===== config.mk =====
export PLATFORM = sky130hd
export DESIGN_NAME = instruction_fetch
export DESIGN_NICKNAME = d
export VERILOG_FILES = /design/src/rtl/instruction_fetch.sv
export SDC_FILE = /design/constraint.sdc
export NUM_CORES = 1
export LEC_CHECK = 0
export CAP_MARGIN = 20
export CELL_PAD_IN_SITES_DETAIL_PLACEMENT = 0
export CELL_PAD_IN_SITES_GLOBAL_PLACEMENT = 1
export CORE_MARGIN = 1.5
export CORE_UTILIZATION = 35
export CTS_CLUSTER_DIAMETER = 40
export DETAILED_ROUTE_END_ITERATION = 12
export PLACE_DENSITY_LB_ADDON = 0.1
export SYNTH_ARGS = -nofsm -noshare
export SYNTH_HDL_FRONTEND = slang
export SYNTH_SLANG_ARGS = --single-unit

===== constraint.sdc =====
create_clock -name i_clock -period 3.45 [get_ports i_clock]
set_input_delay 0.5175 -clock i_clock [delete_from_list [all_inputs] [get_ports i_clock]]
set_output_delay 0.5175 -clock i_clock [all_outputs]
set_load 0.01 [all_outputs]

===== src/rtl/instruction_fetch.sv =====
`default_nettype none
// +--------------------------------------------------------------------------+
// | instruction_fetch: PC register, program-memory addressing and IF/ID      |
// | register with stall, redirect, enable freeze and optional HALT detection |
// | (enabled by macro FETCH_HALT_DETECT_EN).                                 |
// | Rev 1.0 - initial release                                                |
// +--------------------------------------------------------------------------+
module instruction_fetch #(
  parameter int                 NB_ADDR   = 5,
  parameter int                 NB_DATA   = 32,
  parameter int                 ROM_DEPTH = 30,
  parameter logic [NB_DATA-1:0] HALT_CODE = '1
) (
  input  logic               i_clock,
  input  logic               i_reset,
  input  logic               i_enable,
  input  logic               i_stall,
  input  logic               i_branch_taken,
  input  logic [NB_ADDR-1:0] i_branch_addr,
  input  logic [NB_DATA-1:0] i_instruction,
  output logic [NB_ADDR-1:0] o_read_addr,
  output logic [NB_DATA-1:0] o_instruction,
  output logic [NB_ADDR-1:0] o_pc_next,
  output logic               o_valid,
  output logic               o_halt,
  output logic               o_addr_fault,
  output logic [15:0]        o_fetch_count
);

`ifdef FETCH_HALT_DETECT_EN
  localparam bit c_halt_detect = 1'b1;
`else
  localparam bit c_halt_detect = 1'b0;
`endif

  localparam logic [NB_ADDR-1:0] c_last_addr = NB_ADDR'(ROM_DEPTH - 1);

  typedef enum logic [0:0] {
    RUN    = 1'b0,
    HALTED = 1'b1
  } state_t;

  state_t               state_q, state_d;
  logic [NB_ADDR-1:0]   pc_q, pc_d;
  logic [NB_DATA-1:0]   instr_q, instr_d;
  logic [NB_ADDR-1:0]   pc_next_q, pc_next_d;
  logic                 valid_q, valid_d;
  logic                 fault_q, fault_d;
  logic [15:0]          count_q, count_d;

  logic [NB_ADDR-1:0]   w_pc_plus1;
  logic                 w_addr_ok;
  logic                 w_is_halt;

  assign w_pc_plus1 = (pc_q == c_last_addr) ? '0 : pc_q + 1'b1;
  assign w_addr_ok  = (32'(i_branch_addr) < 32'(ROM_DEPTH));
  assign w_is_halt  = c_halt_detect && (i_instruction == HALT_CODE);

  always_comb begin
    state_d   = state_q;
    pc_d      = pc_q;
    instr_d   = instr_q;
    pc_next_d = pc_next_q;
    valid_d   = valid_q;
    fault_d   = 1'b0;
    count_d   = count_q;

    if (!i_enable) begin
      // frozen: nothing changes, fault pulse suppressed
    end else if (i_branch_taken) begin
      pc_d      = w_addr_ok ? i_branch_addr : '0;
      fault_d   = !w_addr_ok;
      instr_d   = '0;
      pc_next_d = '0;
      valid_d   = 1'b0;
      state_d   = RUN;
    end else if (i_stall) begin
      // hold PC, IF/ID and counter
    end else if (state_q == HALTED) begin
      instr_d   = '0;
      pc_next_d = '0;
      valid_d   = 1'b0;
    end else begin
      instr_d   = i_instruction;
      pc_next_d = w_pc_plus1;
      valid_d   = 1'b1;
      count_d   = (count_q == 16'hFFFF) ? count_q : count_q + 16'd1;
      // A fetched HALT is still delivered downstream; only the PC parks on it.
      if (w_is_halt) begin
        state_d = HALTED;
      end else begin
        pc_d = w_pc_plus1;
      end
    end
  end

  always_ff @(posedge i_clock or posedge i_reset) begin
    if (i_reset) begin
      state_q   <= RUN;
      pc_q      <= '0;
      instr_q   <= '0;
      pc_next_q <= '0;
      valid_q   <= 1'b0;
      fault_q   <= 1'b0;
      count_q   <= '0;
    end else begin
      state_q   <= state_d;
      pc_q      <= pc_d;
      instr_q   <= instr_d;
      pc_next_q <= pc_next_d;
      valid_q   <= valid_d;
      fault_q   <= fault_d;
      count_q   <= count_d;
    end
  end

  assign o_read_addr   = pc_q;
  assign o_instruction = instr_q;
  assign o_pc_next     = pc_next_q;
  assign o_valid       = valid_q;
  assign o_addr_fault  = fault_q;
  assign o_fetch_count = count_q;
  assign o_halt        = c_halt_detect ? (state_q == HALTED) : 1'b0;

endmodule
`default_nettype wire


# ---- Yosys cells after proc, flatten, opt, wreduce, memory -nomap -nowiden
# Cells that the tools add are included.
dict set report classes {
  bitwise_logic 4
  add_sub_neg 2
  reduce_logical 4
  eq_ne 4
  magnitude_cmp 1
  mux 19
}
# cell n
set ops {}
lappend ops {{$mux 32} 3}
lappend ops {{$mux 5} 8}
lappend ops {{$add 16x1->16 const B} 1}
lappend ops {{$eq 16x16->1 const B} 1}
lappend ops {{$mux 1} 8}
lappend ops {{$add 5x1->5 const B} 1}
lappend ops {{$eq 5x5->1 const B} 1}
lappend ops {{$lt 5x5->1 const B} 1}
lappend ops {{$reduce_and 5->1} 1}
lappend ops {{$not 1->1} 4}
lappend ops {{$reduce_and 3->1} 1}
lappend ops {{$ne 2x1->1 const B} 1}
lappend ops {{$ne 2x2->1 const B} 1}
lappend ops {{$reduce_and 2->1} 1}
lappend ops {{$logic_not 1->1} 1}
dict set report totals {
  ff_bits 61
  output_inout_bits 61
  elab_cells 41
  inputBits 42
}

# ---- Logic depth before layout (Yosys ltp)
dict set report logic_depth {
  ltp_word 5
  ltp_mapped 6
  ltp_nobuf 6
}

# ---- Least setup slack after synthesis
# OpenSTA, ideal clock, no wires.
dict set report synth_path {
  path_kind {input-to-reg}
  startpoint {in i_branch_taken}
  endpoint {reg count_q[13], in the netlist o_fetch_count[13]}
  t_required_ns 3.371
  slack_ns 1.678
  t_arrival_ns 1.693
  path_buffers 1
  setup_ns 0.079
  path_stages 5
  path_cell_list {buf_2 -> nor3b_4 -> nand4_2 -> nor4_1 -> xor2_1}
}
dict set report synth_via {
  elab_chain_len 2
}
# item line
set synth_lines {}
lappend synth_lines {{from (decl)} 18} ;# input logic i_branch_taken,
lappend synth_lines {{$not 1->1 (no line)} -}
lappend synth_lines {{$reduce_and 5->1 (no line)} -}
lappend synth_lines {{to (signal assigned)} 113} ;# count_q <= count_d;
lappend synth_lines {{to (decl)} 49} ;# logic [15:0] count_q, count_d;
# Every way passes these cells.
# A chain may end at the register's enable or synchronous reset.

# ---- Final worst setup path
dict set report layout_path {
  startpoint {in i_branch_taken}
  endpoint {reg count_q[4], in the netlist o_fetch_count[4]}
}
# Same word-level chain as after synthesis.

==> summary.md <==
| Metric | Value |
|---|---|
| Routed vias | 2045 |
| Final Util | 56.6% |
| Simple-Gate Fraction of Synth Area | roughly an eighth |
| Pwr Total | 2030 uW |
| Final WL | 6230 um |
| Tmin final | 2.06 ns |
| Largest family of logic cells by synthesized area | compound AO/OA/AOI/OAI gates |
| Synth unique cells | 39 |
| Count of final max-slew check failures | 0 |
| Post-Synthesis Cells | 202 |
| Syn nets | 247 |
| First-pass GRT wire length | 9860 um |
| DRC Markers | 0 |
| Synth Warn # | 0 |
| CTS clk-pin slew, worst paths | 0.07 ns |
| Vias in the first global route | slightly below 2000 |
| Fin Setup TNS | 0 ns |
| Slowest cell delay on critical path | 0.62 ns |
| Core Region | 6870 um2 |
| Max rail drop VDD | 0.000223 V |
| Multiplexer share of the synthesized area | 0.449% |
| Mapped Avg Cell Area | approximately 12 um2 |
| Initial antenna violation count | 0 |
| Crit end category | register |
| Cell Chain, Critical Path | clkdlybuf4s50_1 > nor3b_4 > buf_4 > nand2_1 > nor3_1 > xor2_1 |
| Clk pwr share | about two fifths |
| Net load switching power | 517 uW |
| Slew @ Worst Pin | 0.577 ns |
| Static leakage | 0.00175 uW |
| CTS tree | yes |
| Status | finished, final reports clean |
| Routed len/inst | 15.3 um |
| Post-synth EDFFs | 0 |
| Ys async rst share | 100% |
| Post-CTS setup buffers | 0 |
| Reg2Reg Setup Slack | 1.55 ns |
| Detail Route Antenna Nets | 0 |
| Area growth syn-to-layout | 55.2% |
| Power Internal | 1510 uW |
| Post-CTS Resized | 0 |
| Xor/xnor share of the synthesized area | 4.54% |
| Final Cycle Share | 59.7% |
| Fmax achieved | approximately 490 MHz |
| Filler cells | 610 |
| Critical path arrival | about 2.3 ns |
| IO buf count | slightly above 100 |
| Total power divided by cell area | 521 nW/um2 |
| Chip Height | 87.6 um |
| Most common cell after layout, fill and taps aside | clkdlybuf4s50_1 |
| Dpl ws | 0.997 ns |
| Post-DP HPWL | 4350 um |
| Fin nets | between 300 and 400 |
| Post-synth top area share | 59.9% |
| Root Buffer | clkbuf_8 |
| Worst Setup Start Kind | input port |
| Hold Vio Cnt, Final | 0 |
| Compound-Gate Fraction of Synth Area | 18.3% |
| Layout cells sized above 1 | 8.33% |
| Num CTS Buffers | 9 |
| Final Worst Setup Slack | ~1.4 ns |
| FF/Latch Area | 1500 um2 |
| Hold Buf Count CTS | 0 |
| Register area share after synthesis | 59.9% |
| H-tree levels | 3 |
| Area of the multi-input gates | between 900 and 1000 um2 |
| Pin count of the biggest net entering global routing | 61 |
| Slowest cell on crit path | clkdlybuf4s50_1 |
| Worst min path class | reg2reg |
| Max Cap Viol | 0 |
| Top_reg_cell synth | dfrtp_1 |
| Crit Path Category | in2reg |
| Final Setup Violations | 0 |
| Initial Util | 36.5% |
| Seq cells post-synth | 60 |
| Critical path peak fanout | 34 |
| Critical Path RT | 3.72 ns |
| Area contributors post-synth | dfrtp_1, a22o_1, xor2_1 |
| Gr ovfl total | 0 |
| Switching Share | between 20% and 30% |
| DR pass1 iterations | 4 |
| Initial DRC count | 91 |
| Synth area leader | dfrtp_1 |
| Logic gate share of total power | 18.9% |
| Sink Count | 60 |
| Die outline area | 7680 um2 |
| Ant diodes | 0 |
| RSZ-0062 raised after global routing | no |
| Commonest non-fill, non-tap cells in the layout | clkdlybuf4s50_1, dfrtp_1, a22o_1 |
| FP Rows | 30 |
| Die X | between 80 and 90 um |
| Clock Path Buffers | 2 |
| Synthesized-area fraction occupied by adder cells | around 1.5% |
| IO Pins | 103 |
| GPL Wtd Cong | 0.736 |
| Clk_lat worst skew | 0.34 ns |
| Reg power frac | 42.3% |
| Total GRT Usage | between 15 and 20% |
| Slew headroom | 61.2% |
| Clk_skew | 0.00596 ns |
| Synthesized area | 2510 um2 |
| Post-detailed-route via-to-cell ratio | 5.01 |
path summary, 6_finish.rpt:
kind | to | start | cells past startpoint
setup reg to reg | o_fetch_count[1]$_DFFE_PP0P_ | o_fetch_count[0]$_DFFE_PP0P_ | 5
max in group asynchronous | o_instruction[24]$_DFFE_PP0P_ | i_reset | 3
min in group asynchronous | o_instruction[16]$_DFFE_PP0P_ | i_reset | 3
setup / recovery | o_fetch_count[4]$_DFFE_PP0P_ | i_branch_taken | 6
hold / removal | o_pc_next[0]$_DFFE_PP0P_ | o_pc_next[0]$_DFFE_PP0P_ | 1
hold reg to reg | o_pc_next[0]$_DFFE_PP0P_ | o_pc_next[0]$_DFFE_PP0P_ | 1
kinds of logic (layout without fill, tap and decap cells):
| family | count (synthesis) | after routing |
|---|---|---|
| simple gates | 52 | 52 |
| buf+inv | 14 | 124 |
| mux | 1 | 1 |
| xor+xnor | 13 | 13 |
| other cells | 1 | 1 |
| flops | 60 | 60 |
| fa+ha+maj | 3 | 3 |
| compound gates | 58 | 58 |
per-stage QoR:
step | hold slack, ns | instance area (um2) | std cells
finish | 0.480 | 3890 | 408
global route | 0.502 | 3890 | 408
CTS | 0.483 | 3890 | 408
detailed placement | 0.467 | 3640 | 392
global placement | 0.467 | 3640 | 392
floorplan | 0.517 | 2510 | 202
synth_stat cells, types with 2 or more instances:
| cell type | instances |
|---|---|
| a21o_1 | 4 |
| a21oi_1 | 6 |
| a221o_1 | 4 |
| a22o_1 | 32 |
| and4_1 | 2 |
| clkbuf_1 | 8 |
| dfrtp_1 | 60 |
| ha_1 | 3 |
| inv_1 | 4 |
| nand2_1 | 11 |
| nand3_1 | 4 |
| nand4_1 | 6 |
| nor2_1 | 9 |
| nor3_1 | 6 |
| nor4_1 | 3 |
| o21ai_0 | 6 |
| xor2_1 | 12 |
flip-flops by register name, indices dropped and copies added (netlist names):
name / cells
o_addr_fault: 1
o_valid: 1
o_instruction: 32
o_read_addr: 5
o_pc_next: 5
o_fetch_count: 16
power by group through the flow:
stage / clock [uW] / sequential [uW] / combinational [uW]
5_1_grt: 834 / 870 / 416
6_report: 788 / 856 / 382
2_1_floorplan: 0 / 886 / 128
3_5_place_dp: 0 / 869 / 387
4_1_cts: 806 / 857 / 388
3_3_place_gp: 0 / 868 / 385
layer usage:
metal	vias to the layer above	share of wire [%]	track usage (%)
met5	-	0	0
met4	0	2.0	7.79
met3	12	4.7	3.86
met2	67	46	25.0
met1	990	47	23.2
li1	976	-	-
worst max-delay path, delay by kind of cell:
family | cells | cell delay (ns)
xor gates and xnor gates | 1 | 0.16
and+or+nand+nor | 3 | 0.64
buffers and inverters | 2 | 1.01
final cells by class:
| class | instances | area share (%) |
|---|---|---|
| Multi-Input combinational cell | 128 | 24.6 |
| Timing Repair Buffer | 104 | 26.9 |
| Sequential cell | 60 | 38.6 |
| Inverter | 4 | 0.386 |
| Tap cell | 96 | 3.09 |
| Clock inverter | 6 | 2.86 |
| Clock buffer | 10 | 3.54 |
No activity file was read; power rests on OpenSTA's default activity.
